File: src/rtl/hazard_pkg.sv
// hazard_pkg: shared encodings for the hazard/forwarding unit
package hazard_pkg;
  typedef enum logic [1:0] {FWD_RF = 2'b00, FWD_ME = 2'b01, FWD_WB = 2'b10} fwd_sel_e;
  typedef enum logic {IDLE, STALL} hz_state_e;
endpackage

File: src/rtl/fwd_sel.sv
// fwd_sel: bypass select for one EX source operand
// Ports: rs (EX source index), rd_me/ru_write_me and rd_wb/ru_write_wb (producer stages), sel (RF/ME/WB select)
module fwd_sel
  import hazard_pkg::*;
#(
  parameter int REG_ADDR_W = 5
) (
  input  logic [REG_ADDR_W-1:0] rs,
  input  logic [REG_ADDR_W-1:0] rd_me,
  input  logic                  ru_write_me,
  input  logic [REG_ADDR_W-1:0] rd_wb,
  input  logic                  ru_write_wb,
  output fwd_sel_e              sel
);
  assign sel = (ru_write_me && |rd_me && rd_me == rs) ? FWD_ME :
               (ru_write_wb && |rd_wb && rd_wb == rs) ? FWD_WB : FWD_RF;
endmodule

File: src/rtl/hazard_forward_unit.sv
// hazard_forward_unit: EX bypass selects, load-use stall FSM and branch flush control
// Ports: ID sources (rs_id, rs_used_id), EX/ME/WB producer info, branch_taken_ex;
//   outputs rs_sel, stall_if, stall_id, flush_id, flush_ex, stall_cnt, flush_cnt.
// Macro HAZARD_PERF_EN builds the saturating stall/flush counters; otherwise both read 0.
// All outputs are held at 0 while rst_n is low.
module hazard_forward_unit
  import hazard_pkg::*;
#(
  parameter int REG_ADDR_W = 5,
  parameter int NUM_SRC    = 2,
  parameter int LOAD_LAT   = 1,
  parameter int CNT_W      = 16
) (
  input  logic                                 clk,
  input  logic                                 rst_n,
  input  logic [NUM_SRC-1:0][REG_ADDR_W-1:0]   rs_id,
  input  logic [NUM_SRC-1:0]                   rs_used_id,
  input  logic [NUM_SRC-1:0][REG_ADDR_W-1:0]   rs_ex,
  input  logic [REG_ADDR_W-1:0]                rd_ex,
  input  logic                                 ru_write_ex,
  input  logic                                 mem_read_ex,
  input  logic [REG_ADDR_W-1:0]                rd_me,
  input  logic                                 ru_write_me,
  input  logic [REG_ADDR_W-1:0]                rd_wb,
  input  logic                                 ru_write_wb,
  input  logic                                 branch_taken_ex,
  output logic [NUM_SRC-1:0][1:0]              rs_sel,
  output logic                                 stall_if,
  output logic                                 stall_id,
  output logic                                 flush_id,
  output logic                                 flush_ex,
  output logic [CNT_W-1:0]                     stall_cnt,
  output logic [CNT_W-1:0]                     flush_cnt
);
  localparam int CW = $clog2(LOAD_LAT + 1);
  hz_state_e state, state_n;
  logic [CW-1:0] cnt, cnt_n;
  logic [NUM_SRC-1:0] hit;
  logic hazard;
  for (genvar g = 0; g < NUM_SRC; g++) begin : g_src
    fwd_sel_e s;
    fwd_sel #(.REG_ADDR_W(REG_ADDR_W)) u_fwd (
      .rs(rs_ex[g]), .rd_me(rd_me), .ru_write_me(ru_write_me),
      .rd_wb(rd_wb), .ru_write_wb(ru_write_wb), .sel(s)
    );
    assign rs_sel[g] = rst_n ? s : FWD_RF;
    assign hit[g] = rs_used_id[g] && rs_id[g] == rd_ex;
  end
  assign hazard = mem_read_ex && ru_write_ex && |rd_ex && |hit;
  always_ff @(posedge clk or negedge rst_n)
    if (!rst_n) begin
      state <= IDLE;
      cnt   <= '0;
    end else begin
      state <= state_n;
      cnt   <= cnt_n;
    end
  // A taken branch always wins: it kills both the younger instruction and any pending stall.
  always_comb begin
    state_n  = state;
    cnt_n    = cnt;
    stall_if = 1'b0;
    stall_id = 1'b0;
    flush_id = 1'b0;
    flush_ex = 1'b0;
    if (rst_n)
      case (state)
        IDLE:
          if (branch_taken_ex) begin
            flush_id = 1'b1;
            flush_ex = 1'b1;
          end else if (hazard) begin
            stall_if = 1'b1;
            stall_id = 1'b1;
            flush_ex = 1'b1;
            if (LOAD_LAT > 1) begin
              state_n = STALL;
              cnt_n   = CW'(LOAD_LAT - 1);
            end
          end
        STALL:
          if (branch_taken_ex) begin
            flush_id = 1'b1;
            flush_ex = 1'b1;
            state_n  = IDLE;
            cnt_n    = '0;
          end else begin
            stall_if = 1'b1;
            stall_id = 1'b1;
            flush_ex = 1'b1;
            cnt_n    = cnt - CW'(1);
            state_n  = cnt == CW'(1) ? IDLE : STALL;
          end
        default: state_n = IDLE;
      endcase
  end
`ifdef HAZARD_PERF_EN
  always_ff @(posedge clk or negedge rst_n)
    if (!rst_n) begin
      stall_cnt <= '0;
      flush_cnt <= '0;
    end else begin
      if (stall_if && !(&stall_cnt)) stall_cnt <= stall_cnt + CNT_W'(1);
      if (flush_id && !(&flush_cnt)) flush_cnt <= flush_cnt + CNT_W'(1);
    end
`else
  assign stall_cnt = '0;
  assign flush_cnt = '0;
`endif
endmodule

File: config.mk
export PLATFORM = sky130hd
export DESIGN_NAME = hazard_forward_unit
export DESIGN_NICKNAME = d
export VERILOG_FILES = /design/src/rtl/hazard_pkg.sv /design/src/rtl/fwd_sel.sv /design/src/rtl/hazard_forward_unit.sv
export SDC_FILE = /design/constraint.sdc
export NUM_CORES = 1
export LEC_CHECK = 0
export CAP_MARGIN = 25
export CELL_PAD_IN_SITES_DETAIL_PLACEMENT = 0
export CELL_PAD_IN_SITES_GLOBAL_PLACEMENT = 2
export CORE_AREA = 5 5 81 83
export CTS_CLUSTER_DIAMETER = 30
export DETAILED_ROUTE_END_ITERATION = 7
export DIE_AREA = 0 0 86 88
export PLACE_DENSITY_LB_ADDON = 0.1
export SYNTH_ARGS = -nofsm -noshare
export SYNTH_HDL_FRONTEND = slang
export SYNTH_SLANG_ARGS = --single-unit
File: constraint.sdc
create_clock -name clk -period 3.5 [get_ports clk]
set_input_delay 0.7 -clock clk [delete_from_list [all_inputs] [get_ports clk]]
set_output_delay 0.7 -clock clk [all_outputs]
set_load 0.01 [all_outputs]
==> results.sh <==
export IMPL_synth_ff_type="dfrtp_1"
export IMPL_p_per_area_nw_per_um2=175.1
export IMPL_worstSetupStartpointType="primary input"
export IMPL_n_antenna_cell=0
export IMPL_r2r_end="cnt"
export IMPL_synth_distinct_cells=21
export IMPL_synth_area_leaders="buf_4, xor2_1, xnor2_1"
export IMPL_layout_common_cells="clkdlybuf4s50_1, conb_1, xor2_1, buf_4, xnor2_1"
export IMPL_end_kind="output port"
export IMPL_cts_sinks=2
export IMPL_nets=207
export IMPL_ioPinCount=84
export IMPL_seq_area_frac_synth=0.06410
export IMPL_clockBufferDepth=2
export IMPL_crit_chain="clkdlybuf4s50_1, xor2_1, nor4_1, a32oi_1, o21ai_1, clkdlybuf4s50_1"
export IMPL_gp_congestion=0.7778
export IMPL_cts_inserted_buffers=3
export IMPL_arrival_ns=2.61
export IMPL_cts_max_level=1
export IMPL_synth_edff_count=0
export IMPL_hold_path_class="register to register"
export IMPL_area_delta_synth_final_pct=77.72
export IMPL_setup_viol=0
export IMPL_grt_pass1_wl_um=4153
export IMPL_max_freq_mhz=302.6
export IMPL_p_leak_nw=0.5971
export IMPL_firstDrtPassIters=4
export IMPL_cp_num_buf_inv=2
export IMPL_ctsHoldBuffers=0
export IMPL_synthXorXnorAreaFrac=0.3365
export IMPL_yosysWarnings=0
export IMPL_ant_nets=0
export IMPL_drc=0
export IMPL_drt_iter0_drc=5
export IMPL_fin_skew_ns=0.001204
export IMPL_crit_type="primary input to output port"
export IMPL_synth_top_area_cell="buf_4"
export IMPL_initial_core_util=0.1351
export IMPL_drt_wl_total_um=2772
export IMPL_slew_violations=0
export IMPL_synth_area_per_cell_um2=7.886
export IMPL_cpPeakStageDelay_ns=0.57
export IMPL_cp_max_fo=3
export IMPL_r2r_start="state"
export IMPL_synth_top_family_by_area="XOR/XNOR gates"
export IMPL_hpwl_um=2510
export IMPL_peakVddDrop_mv=0.09154
export IMPL_grt_start_max_net_pins=11
export IMPL_fin_setup_tns_ns=0
export IMPL_grt_antenna_before_repair=0
export IMPL_r2r_slack_ns=2.70
export IMPL_drive_gt1_frac=0.1118
export IMPL_critical_path_top_delay_family="buffers and inverters"
export IMPL_cts_resized=0
export IMPL_holdCritStartpoint="cnt"
export IMPL_period_needed_ns=3.305
export IMPL_hold_viol_final=0
export IMPL_fillers=645
export IMPL_status="finished clean"
export IMPL_rsz0062_at_grt="false"
export IMPL_cp_slowest_cell="clkdlybuf4s50_1"
export IMPL_synthAdderAreaFrac=0
export IMPL_min_period_over_period=0.9443
export IMPL_synthMuxAreaShare=0
export IMPL_cts_tree="built"
export IMPL_die_x_um=86
export IMPL_timing_hold_ws_ns=0.4963
export IMPL_cp_required_ns=2.80
export IMPL_synth_compound_area_frac=0.08013
export IMPL_hold_depth=1
export IMPL_cp_common_cell="clkdlybuf4s50_1"
export IMPL_via_count=785
export IMPL_routedWlPerCell_um=11.75
export IMPL_synth_seq_cells=2
export IMPL_final_common_cell="clkdlybuf4s50_1"
export IMPL_clock_latency_ns=0.21
export IMPL_io_buffers=51
export IMPL_synthSimpleGateAreaFrac=0.1971
export IMPL_synthCells=99
export IMPL_synth_top_area_share=0.3173
export IMPL_layout_setup_ws_ns=0.1949
export IMPL_die_area_um2=7568
export IMPL_rr_worst_depth=3
export IMPL_syn_cell_area_um2=780.7
export IMPL_async_flop_share=1.000
export IMPL_grt_pass1_vias=848
export IMPL_max_cap_viol_count=0
export IMPL_core_area_um2=5781
export IMPL_post_cts_buffers=0
export IMPL_routed_via_density=3.326
export IMPL_dieHeight_um=88
export IMPL_final_util=0.2400
export IMPL_fp_row_count=28
export IMPL_clkTransAtPathRegs_ns=0.03
export IMPL_holdPathEnd="cnt"
export IMPL_ctsRootBufferMaster="clkbuf_8"
export IMPL_place_ws_ns=0.01037
export IMPL_gr_total_overflow=0
export IMPL_grtUsageTotal=0.07143
[registers in the layout (all words and copies together), names as in the netlist]
name	cells
cnt	1
state	1
[power breakdown]
group	internal, mW	switching (mW)
combinational	0.0733	0.0579
clock	0.0725	0.0160
sequential	0.0233	0
[logic make-up (layout without fill, tap and decap cells)]
kind of cell / after synthesis / after routing
buf+inv: 33 / 64
xor+xnor: 30 / 30
simple gates: 24 / 24
compound gates: 9 / 9
flops: 2 / 2
other cells: 1 / 32
[synthesized netlist by cell type, types with 2 or more instances]
| cell type | instances |
|---|---|
| xnor2_1 | 8 |
| dfrtp_1 | 2 |
| nor4_2 | 2 |
| nand3_1 | 2 |
| or4_1 | 4 |
| o21ai_0 | 4 |
| nand2_1 | 4 |
| xor2_1 | 22 |
| buf_4 | 33 |
| nor4_1 | 4 |
| and2_1 | 4 |
[worst max path at each step]
stage | startpoint | cells past startpoint | end
6_report | rd_ex[2] | 6 | stall_id
5_1_grt | rd_ex[2] | 6 | stall_id
2_1_floorplan | rd_me[4] | 4 | rs_sel[1]
3_3_place_gp | rd_me[4] | 6 | rs_sel[1]
4_1_cts | rd_me[4] | 6 | rs_sel[3]
3_5_place_dp | rd_me[4] | 6 | rs_sel[3]
[cell type report]
type | count | area (µm²) | area share
clock buffer | 3 | 41.29 | 0.02976
multi-input combinational | 95 | 611.8 | 0.4409
tap | 75 | 93.84 | 0.06763
timing repair buffer | 61 | 590.6 | 0.4256
sequential | 2 | 50.05 | 0.03607
[stage by stage]
stage          total power, mW  std cells  cell area [µm²]
2_1_floorplan          0.09844        130            897.1
3_5_place_dp            0.1525        233             1329
3_3_place_gp            0.1546        233             1329
4_1_cts                 0.2460        236             1370
5_1_grt                 0.2653        236             1388
6_report                0.2430        236             1388
[layer usage]
| layer | track usage | vias to the layer above | routed length [µm] |
|---|---|---|---|
| met5 | 0 | - | 0 |
| met4 | 0.02158 | 0 | 9 |
| met3 | 0.02728 | 2 | 299 |
| met2 | 0.1359 | 46 | 1467 |
| met1 | 0.07171 | 341 | 996 |
| li1 | - | 396 | - |
Note: power is estimated with default switching activity, not from simulation.
